**config.mk**
```make
export PLATFORM = sky130hd
export DESIGN_NAME = pass_entry
export DESIGN_NICKNAME = d
export VERILOG_FILES = /design/src/rtl/pass_pkg.sv /design/src/rtl/lock_timer.sv /design/src/rtl/pass_entry.sv
export SDC_FILE = /design/constraint.sdc
export NUM_CORES = 1
export LEC_CHECK = 0
export CAP_MARGIN = 0
export CORE_MARGIN = 2
export CORE_UTILIZATION = 57
export DETAILED_ROUTE_END_ITERATION = 10
export HOLD_SLACK_MARGIN = 0.08
export PLACE_DENSITY = 0.85
export REMOVE_ABC_BUFFERS = 1
export SLEW_MARGIN = 20
export SYNTH_ARGS = -nofsm -noshare
export SYNTH_HDL_FRONTEND = slang
export SYNTH_HIERARCHICAL = 1
export SYNTH_SLANG_ARGS = --single-unit
```
**constraint.sdc**
```tcl
create_clock -name clk -period 3.4 [get_ports clk]
set_clock_uncertainty 0.05 [all_clocks]
set_input_delay 0.51 -clock clk [delete_from_list [all_inputs] [get_ports clk]]
set_output_delay 0.51 -clock clk [all_outputs]
set_load 0.005 [all_outputs]
```
**src/rtl/pass_pkg.sv**
```systemverilog
// rtl/pass_pkg.sv - shared types and constants for the password entry front end
package pass_pkg;

  localparam int         CODE_W    = 16;
  localparam int         DIGITS    = 4;
  localparam logic [3:0] KEY_CLEAR = 4'hA;

  typedef enum logic [2:0] {
    S_IDLE,
    S_CHECK1,
    S_CHECK2,
    S_VERDICT,
    S_OPEN,
    S_NEWPW,
    S_COMMIT,
    S_LOCKOUT
  } state_t;

  function automatic logic is_digit(input logic [3:0] k);
    return k <= 4'd9;
  endfunction

endpackage

```
**src/rtl/lock_timer.sv**
```systemverilog
// rtl/lock_timer.sv - lockout down-counter, done flags the last lockout cycle
module lock_timer #(
  parameter int LOCK_CYCLES = 1000
) (
  input  logic clk,
  input  logic rst,
  input  logic load,
  output logic done
);

  localparam int            CW       = $clog2(LOCK_CYCLES + 1);
  localparam logic [CW-1:0] LOAD_VAL = CW'(LOCK_CYCLES);

  logic [CW-1:0] cnt;

  always_ff @(posedge clk or negedge rst) begin
    if (!rst) begin
      cnt <= '0;
    end else if (load) begin
      cnt <= LOAD_VAL;
    end else if (cnt != '0) begin
      cnt <= cnt - 1'b1;
    end
  end

  // Loaded with LOCK_CYCLES on entry, so the count of 1 is the final lockout cycle.
  assign done = (cnt == CW'(1));

endmodule

```
**src/rtl/pass_entry.sv**
```systemverilog
// rtl/pass_entry.sv - keypad code collection, verify/change sequencing and lockout
module pass_entry
  import pass_pkg::*;
#(
  parameter int MAX_TRIES   = 3,
  parameter int LOCK_CYCLES = 1000
) (
  input  logic              clk,
  input  logic              rst,
  input  logic              key_valid,
  input  logic [3:0]        key_code,
  input  logic              enter,
  input  logic              change_req,
  input  logic              lock_req,
  input  logic              right,
  input  logic              error,
  output logic [CODE_W-1:0] password,
  output logic              confirmPass,
  output logic              changePass,
  output logic [2:0]        digit_cnt,
  output logic              unlocked,
  output logic              alarm
);

  state_t            state, next_state;
  logic [CODE_W-1:0] buf_next;
  logic [2:0]        cnt_next;
  logic [3:0]        fail_cnt, fail_next;
  logic              timer_load, lock_done;
  logic              do_lock, do_enter, do_change, do_key, full;

  // Only the highest-priority strobe of a cycle is acted upon.
  assign do_lock   = lock_req;
  assign do_enter  = !lock_req && enter;
  assign do_change = !lock_req && !enter && change_req;
  assign do_key    = !lock_req && !enter && !change_req && key_valid;
  assign full      = (digit_cnt == 3'(DIGITS));

  always_ff @(posedge clk or negedge rst) begin
    if (!rst) begin
      state     <= S_IDLE;
      password  <= '0;
      digit_cnt <= '0;
      fail_cnt  <= '0;
    end else begin
      state     <= next_state;
      password  <= buf_next;
      digit_cnt <= cnt_next;
      fail_cnt  <= fail_next;
    end
  end

  always_comb begin
    next_state = state;
    buf_next   = password;
    cnt_next   = digit_cnt;
    fail_next  = fail_cnt;
    case (state)
      S_IDLE, S_NEWPW: begin
        if (state == S_NEWPW && do_lock) begin
          next_state = S_IDLE;
          buf_next   = '0;
          cnt_next   = '0;
        end else if (do_enter && full) begin
          next_state = (state == S_IDLE) ? S_CHECK1 : S_COMMIT;
        end else if (do_key) begin
          if (key_code == KEY_CLEAR) begin
            buf_next = '0;
            cnt_next = '0;
          end else if (is_digit(key_code) && !full) begin
            buf_next = {password[CODE_W-5:0], key_code};
            cnt_next = digit_cnt + 3'd1;
          end
        end
      end
      S_CHECK1:  next_state = S_CHECK2;
      S_CHECK2:  next_state = S_VERDICT;
      S_VERDICT: begin
        buf_next = '0;
        cnt_next = '0;
        if (right && !error) begin
          next_state = S_OPEN;
          fail_next  = '0;
        end else begin
          if (fail_cnt < 4'(MAX_TRIES)) fail_next = fail_cnt + 4'd1;
          next_state = (fail_next >= 4'(MAX_TRIES)) ? S_LOCKOUT : S_IDLE;
        end
      end
      S_OPEN: begin
        if (do_lock) begin
          next_state = S_IDLE;
        end else if (do_change) begin
          next_state = S_NEWPW;
          buf_next   = '0;
          cnt_next   = '0;
        end
      end
      S_COMMIT: begin
        next_state = S_OPEN;
        buf_next   = '0;
        cnt_next   = '0;
      end
      S_LOCKOUT: begin
        if (lock_done) begin
          next_state = S_IDLE;
          fail_next  = '0;
        end
      end
      default: next_state = S_IDLE;
    endcase
  end

  assign timer_load = (next_state == S_LOCKOUT) && (state != S_LOCKOUT);

  lock_timer #(.LOCK_CYCLES(LOCK_CYCLES)) u_lock_timer (
    .clk  (clk),
    .rst  (rst),
    .load (timer_load),
    .done (lock_done)
  );

  assign confirmPass = (state == S_CHECK1) || (state == S_CHECK2);
  assign changePass  = (state == S_COMMIT);
  assign unlocked    = (state == S_OPEN) || (state == S_NEWPW) || (state == S_COMMIT);
  assign alarm       = (state == S_LOCKOUT);

endmodule

```
# Yosys cells after proc, flatten, opt, wreduce, memory -nomap -nowiden
# Cells that the tools add are included.
[classes]
add_sub_neg = 3
order_cmp = 3
n_eq_ne = 18
muxes = 33
n_reduce_logical = 27
[ops]
columns = ["operator", "n"]
rows = [
  ["2-to-1 mux 16 bit", 7],
  ["one-hot mux 16 bit (3 select lines)", 1],
  ["2-to-1 mux 3 bit", 15],
  ["one-hot mux 3 bit (7 select lines)", 1],
  ["2-to-1 mux 10 bit", 2],
  ["2-to-1 mux 4 bit", 5],
  ["== test 3 bit (second input constant)", 6],
  ["== test 10 x 1 -> 1 bit (second input constant)", 1],
  ["logical AND 1 bit", 10],
  ["nonzero test 10 bit", 1],
  ["subtractor 10 x 1 -> 10 bit (second input constant)", 1],
  ["!= test 3 bit (second input constant)", 3],
  ["one-hot mux 3 bit (3 select lines)", 1],
  ["one-hot mux 4 bit (2 select lines)", 1],
  ["== test 3 x 2 -> 1 bit (second input constant)", 2],
  ["AND reduction 6 bit", 1],
  ["zero test 1 bit", 5],
  ["adder 4 x 1 -> 4 bit (second input constant)", 1],
  ["== test 4 bit (second input constant)", 1],
  [">= comparator 4 x 2 -> 1 bit (second input constant)", 1],
  ["<= comparator 4 bit (second input constant)", 1],
  ["less-than comparator 4 x 2 -> 1 bit (second input constant)", 1],
  ["!= test 2 bit (second input constant)", 2],
  ["!= test 4 bit (second input constant)", 1],
  ["9 further kinds", 13],
]
[totals]
register_bits = 36
wordCells = 89

# Longest topological paths before layout
[depth]
depth_word = 11
depth_mapped = 9
mapped_depth_nobuf = 9

# Hierarchy
# Netlist, hierarchy kept.
[modules_own_cells]
columns = ["module", "instances", "cells_per_inst", "area_per_inst_um2", "seq_area_each_um2"]
rows = [
  ["pass_entry", 1, 161, 1475.2, 650.6],
  ["lock_timer", 1, 61, 573.0, 250.2],
]

# Worst setup path before layout
# No wires, ideal clock.
[synth_path]
kind = "input-to-reg"
startpoint = "input port key_code[2]"
endpoint = "register digit_cnt[0]"
t_arrival_ns = 1.925
slack_ns = 1.300
cell_stages = 6
path_cell_list = "and4bb_1 buf_4 a221oi_2 a221o_2 nor2_8 mux2_2"
[synth_via]
elab_chain_cells = 6
word_cells_on_any_way = 10
cone_classes = "order compare (1); eq/ne (2); mux (5); reduce/logical (2)"
[synth_lines]
columns = ["item", "line_no", "text"]
rows = [
  ["start: declaration", "pass_entry.sv:11", "input logic [3:0] key_code,"],
  ["== test 4 bit", "pass_entry.sv:67", "if (key_code == KEY_CLEAR) begin"],
  ["2-to-1 mux 3 bit", "pass_entry.sv:67", ""],
  ["2-to-1 mux 3 bit", "pass_entry.sv:66", "end else if (do_key) begin"],
  ["2-to-1 mux 3 bit", "pass_entry.sv:64", "end else if (do_enter && full) begin"],
  ["2-to-1 mux 3 bit", "pass_entry.sv:60", "if (state == S_NEWPW && do_lock) begin"],
  ["one-hot mux 3 bit (3 select lines)", "pass_entry.sv:58", "case (state)"],
  ["end signal: assignment", "pass_entry.sv:48", "digit_cnt <= cnt_next;"],
  ["end: declaration", "pass_entry.sv:20", "output logic [2:0] digit_cnt,"],
]
# Parallel ways exist; a longest one is shown, timed or not. The select of a mux whose other input is x is not followed.
# A chain may end at the register's enable or synchronous reset.

# Worst setup path in the final report
[layout_path]
startpoint = "input port key_code[2]"
endpoint = "register password[14]"
[layout_via]
elab_chain_cells = 6
word_cells_on_any_way = 10
cone_classes = "order compare (1); eq/ne (2); mux (5); reduce/logical (2)"
[layout_lines]
columns = ["item", "line_no", "text"]
rows = [
  ["== test 4 bit", "pass_entry.sv:67", ""],
  ["2-to-1 mux 16 bit", "pass_entry.sv:67", ""],
  ["2-to-1 mux 16 bit", "pass_entry.sv:66", ""],
  ["2-to-1 mux 16 bit", "pass_entry.sv:64", ""],
  ["2-to-1 mux 16 bit", "pass_entry.sv:60", ""],
  ["one-hot mux 16 bit (3 select lines)", "pass_entry.sv:58", ""],
  ["end signal: assignment", "pass_entry.sv:47", "password <= buf_next;"],
  ["end: declaration", "pass_entry.sv:17", "output logic [CODE_W-1:0] password,"],
]
# Parallel ways exist; a longest one is shown, timed or not. The select of a mux whose other input is x is not followed.

==> summary.txt <==
final hold vios -> 0
CP Data Arrival Time -> 2.74 ns
dpl ws -> 0.4597 ns
global route overflow -> 0
top cell type's share of synthesized area -> 43.98%
leakage -> 1.015 nW
design area -> 2479 um2
part of the cycle the worst path needs -> 75.24%
final setup margin -> 0.8418 ns
DRC -> 0
DP HPWL -> 3.004 mm
Synth area leader -> dfrtp_1
Reg clk slew, reported paths -> 0.11 ns
H-tree levels -> 2
RSZ-0062 raised after global routing -> no
startpoint types -> primary input
synth unique cells -> 48
mapped cell area -> 2048 um2
Final setup viols -> 0
Worst Hold Class -> flop to flop
TNS Setup -> 0 ns
WS Path Type -> primary input to flop
clk buf depth -> 2
RePlAce Congestion -> 0.7630
Clock Tree Root -> clkbuf_4
n_diodes -> 0
IO Pins -> 35
CTS Sinks -> 36
sequential-to-total area share from yosys stat -> 43.98%
core footprint -> 3390 um2
Die Y-Extent -> 63.95 um
worst vdd ir -> 0.4516 mV
Cell Area, Placed -> 2399 um2
Slew HR -> 41.86%
maxcap violations -> 0
Initial Util -> 60.43%
Slew Limit Fails -> 0
vias in the first global route -> 1615
Post-CTS Setup Inserts -> 0
Port Buffer Count -> 34
Via density -> 5.762
Filler cells -> 262
Pre-antenna DRT Iters -> 4
Async SR Flop Fraction -> 100.0%
number of core rows -> 21
CP endpoint kind -> flop
EDFF count, synth -> 0
DIE AREA -> 4089 um2
routed via count -> 1717
critical path required time -> 3.58 ns
initial drt markers -> 95
Peak Freq -> 0.3909 GHz
YS warnings -> 6
Final min period -> 2.558 ns
GRT Util Overall -> 23.26%
Worst Tran Pin Value -> 0.8688 ns
hold_ws -> 0.4811 ns
area grow syn2layout -> 21.01%
DRT Wirelength -> 4.208 mm
hold buffer count at CTS -> 0
initial antenna violation count -> 0
post-cts resize count -> 0
Main synth FF type -> dfrtp_1
Die X -> 63.95 um
clock latency on the worst-skew pair -> 0.34 ns
fin nets -> 268
PnR Total Power -> 2.172 mW
#FFs+latches synth -> 36
CTS tree -> built
first-pass GRT wire length -> 7.438 mm
CP max FO -> 22
synth top area cells -> dfrtp_1 44%, nand2_1 5.5%, o31ai_1 4.8%
synthesized area per cell -> 9.226 um2
wire per inst -> 14.12 um
share of cells above drive strength 1 -> 9.127%
maximum number of pins on one net before global-route repair -> 37
CTS buffer count -> 5
status -> finished clean
Pwr Density -> 876.1 nW/um2
Synth Instances -> 222
antenna viol nets, final -> 0
==> path summary, 6_finish.rpt <==
check,slack [ns],start,end,cells past startpoint
max in group asynchronous,2.47,rst,u_lock_timer/cnt[2],2
hold reg to reg,0.48,password[15],password[15],1
setup reg to reg,1.00,state[2],password[14],5
hold / removal,0.48,password[15],password[15],1
setup / recovery,0.84,key_code[2],password[14],6
min in group asynchronous,0.51,rst,u_lock_timer/cnt[8],2
==> routing by layer <==
layer | share of wire [%] | vias to the layer above | wire length [um] | track usage [%]
li1 | - | 862 | - | -
met1 | 48 | 804 | 2002 | 32.13
met2 | 46 | 44 | 1956 | 35.94
met3 | 4.3 | 7 | 183 | 5.106
met4 | 1.5 | 0 | 65 | 8.696
met5 | 0 | - | 0 | 0
==> placed cells by master, fill, tap and decap left out, drive strengths merged, types with 2 or more instances in the layout <==
cell type | Yosys | final
dfrtp | 36 | 36
clkdlybuf4s50 | 0 | 34
nand2 | 30 | 30
o21ai | 15 | 15
o31ai | 13 | 13
inv | 12 | 12
nor3 | 12 | 12
nor2 | 10 | 10
nand3 | 8 | 8
a21oi | 7 | 7
nand2b | 5 | 5
ha | 5 | 5
clkbuf | 7 | 5
mux2i | 4 | 4
mux2 | 4 | 4
or4 | 4 | 4
a31oi | 3 | 3
o311ai | 3 | 3
and2 | 3 | 3
buf | 8 | 3
nor2b | 2 | 2
or2 | 2 | 2
nand3b | 2 | 2
o31a | 2 | 2
o41ai | 2 | 2
a31o | 2 | 2
or3 | 2 | 2
or3b | 2 | 2
==> registers in the layout (all words and copies together) (netlist names) <==
name              count
password             16
u_lock_timer/cnt     10
state                 3
fail_cnt              4
digit_cnt             3
==> metrics by stage <==
stage / utilization [%] / std cells
2_1_floorplan: - / 207
3_3_place_gp: 70.76 / 290
3_5_place_dp: 70.76 / 290
4_1_cts: 73.13 / 298
5_1_grt: 73.13 / 298
6_report: 73.13 / 298
==> synth_stat cells, types with 3 or more instances <==
| library cell | n |
|---|---|
| dfrtp_1 | 36 |
| nand2_1 | 30 |
| o21ai_0 | 15 |
| o31ai_1 | 13 |
| inv_1 | 12 |
| nor3_1 | 12 |
| nor2_1 | 9 |
| nand3_1 | 8 |
| a21oi_1 | 7 |
| buf_2 | 7 |
| clkbuf_1 | 6 |
| ha_1 | 5 |
| nand2b_1 | 5 |
| mux2_2 | 4 |
| mux2i_1 | 4 |
| or4_1 | 4 |
| a31oi_1 | 3 |
| and2_1 | 3 |
| o311ai_0 | 3 |
==> worst max-delay path, stage by stage <==
cell	delay (ns)
clkdlybuf4s50_1	0.43
and4bb_1	0.48
a221oi_2	0.12
a221o_2	0.58
nor2_8	0.25
mux2_2	0.36
==> where the power goes <==
group	switching [mW]	total (mW)	internal [mW]
combinational	0.540	1.08	0.536
sequential	0.202	0.795	0.592
clock	0.148	0.301	0.153
==> cells by family after synthesis <==
| family | after synthesis | synth area share [%] |
|---|---|---|
| simple gates | 89 | 23.34 |
| fa+ha+maj | 5 | 3.054 |
| xor+xnor | 1 | 0.4277 |
| compound gates | 56 | 19.43 |
| buf+inv | 27 | 5.620 |
| mux | 8 | 4.154 |
| flops | 36 | 43.98 |
==> cell type report <==
cell class                 count  area (um2)  share of cell area, %
sequential                    36       900.9                  36.35
clock buffer                   5       37.54                  1.514
timing repair buffer          37       362.8                  14.64
multi-input combinational    159        1032                  41.65
clock inverter                 3       42.54                  1.716
inverter                      12       45.04                  1.817
tap                           46       57.56                  2.322
Note: power is estimated with default switching activity, not from simulation.
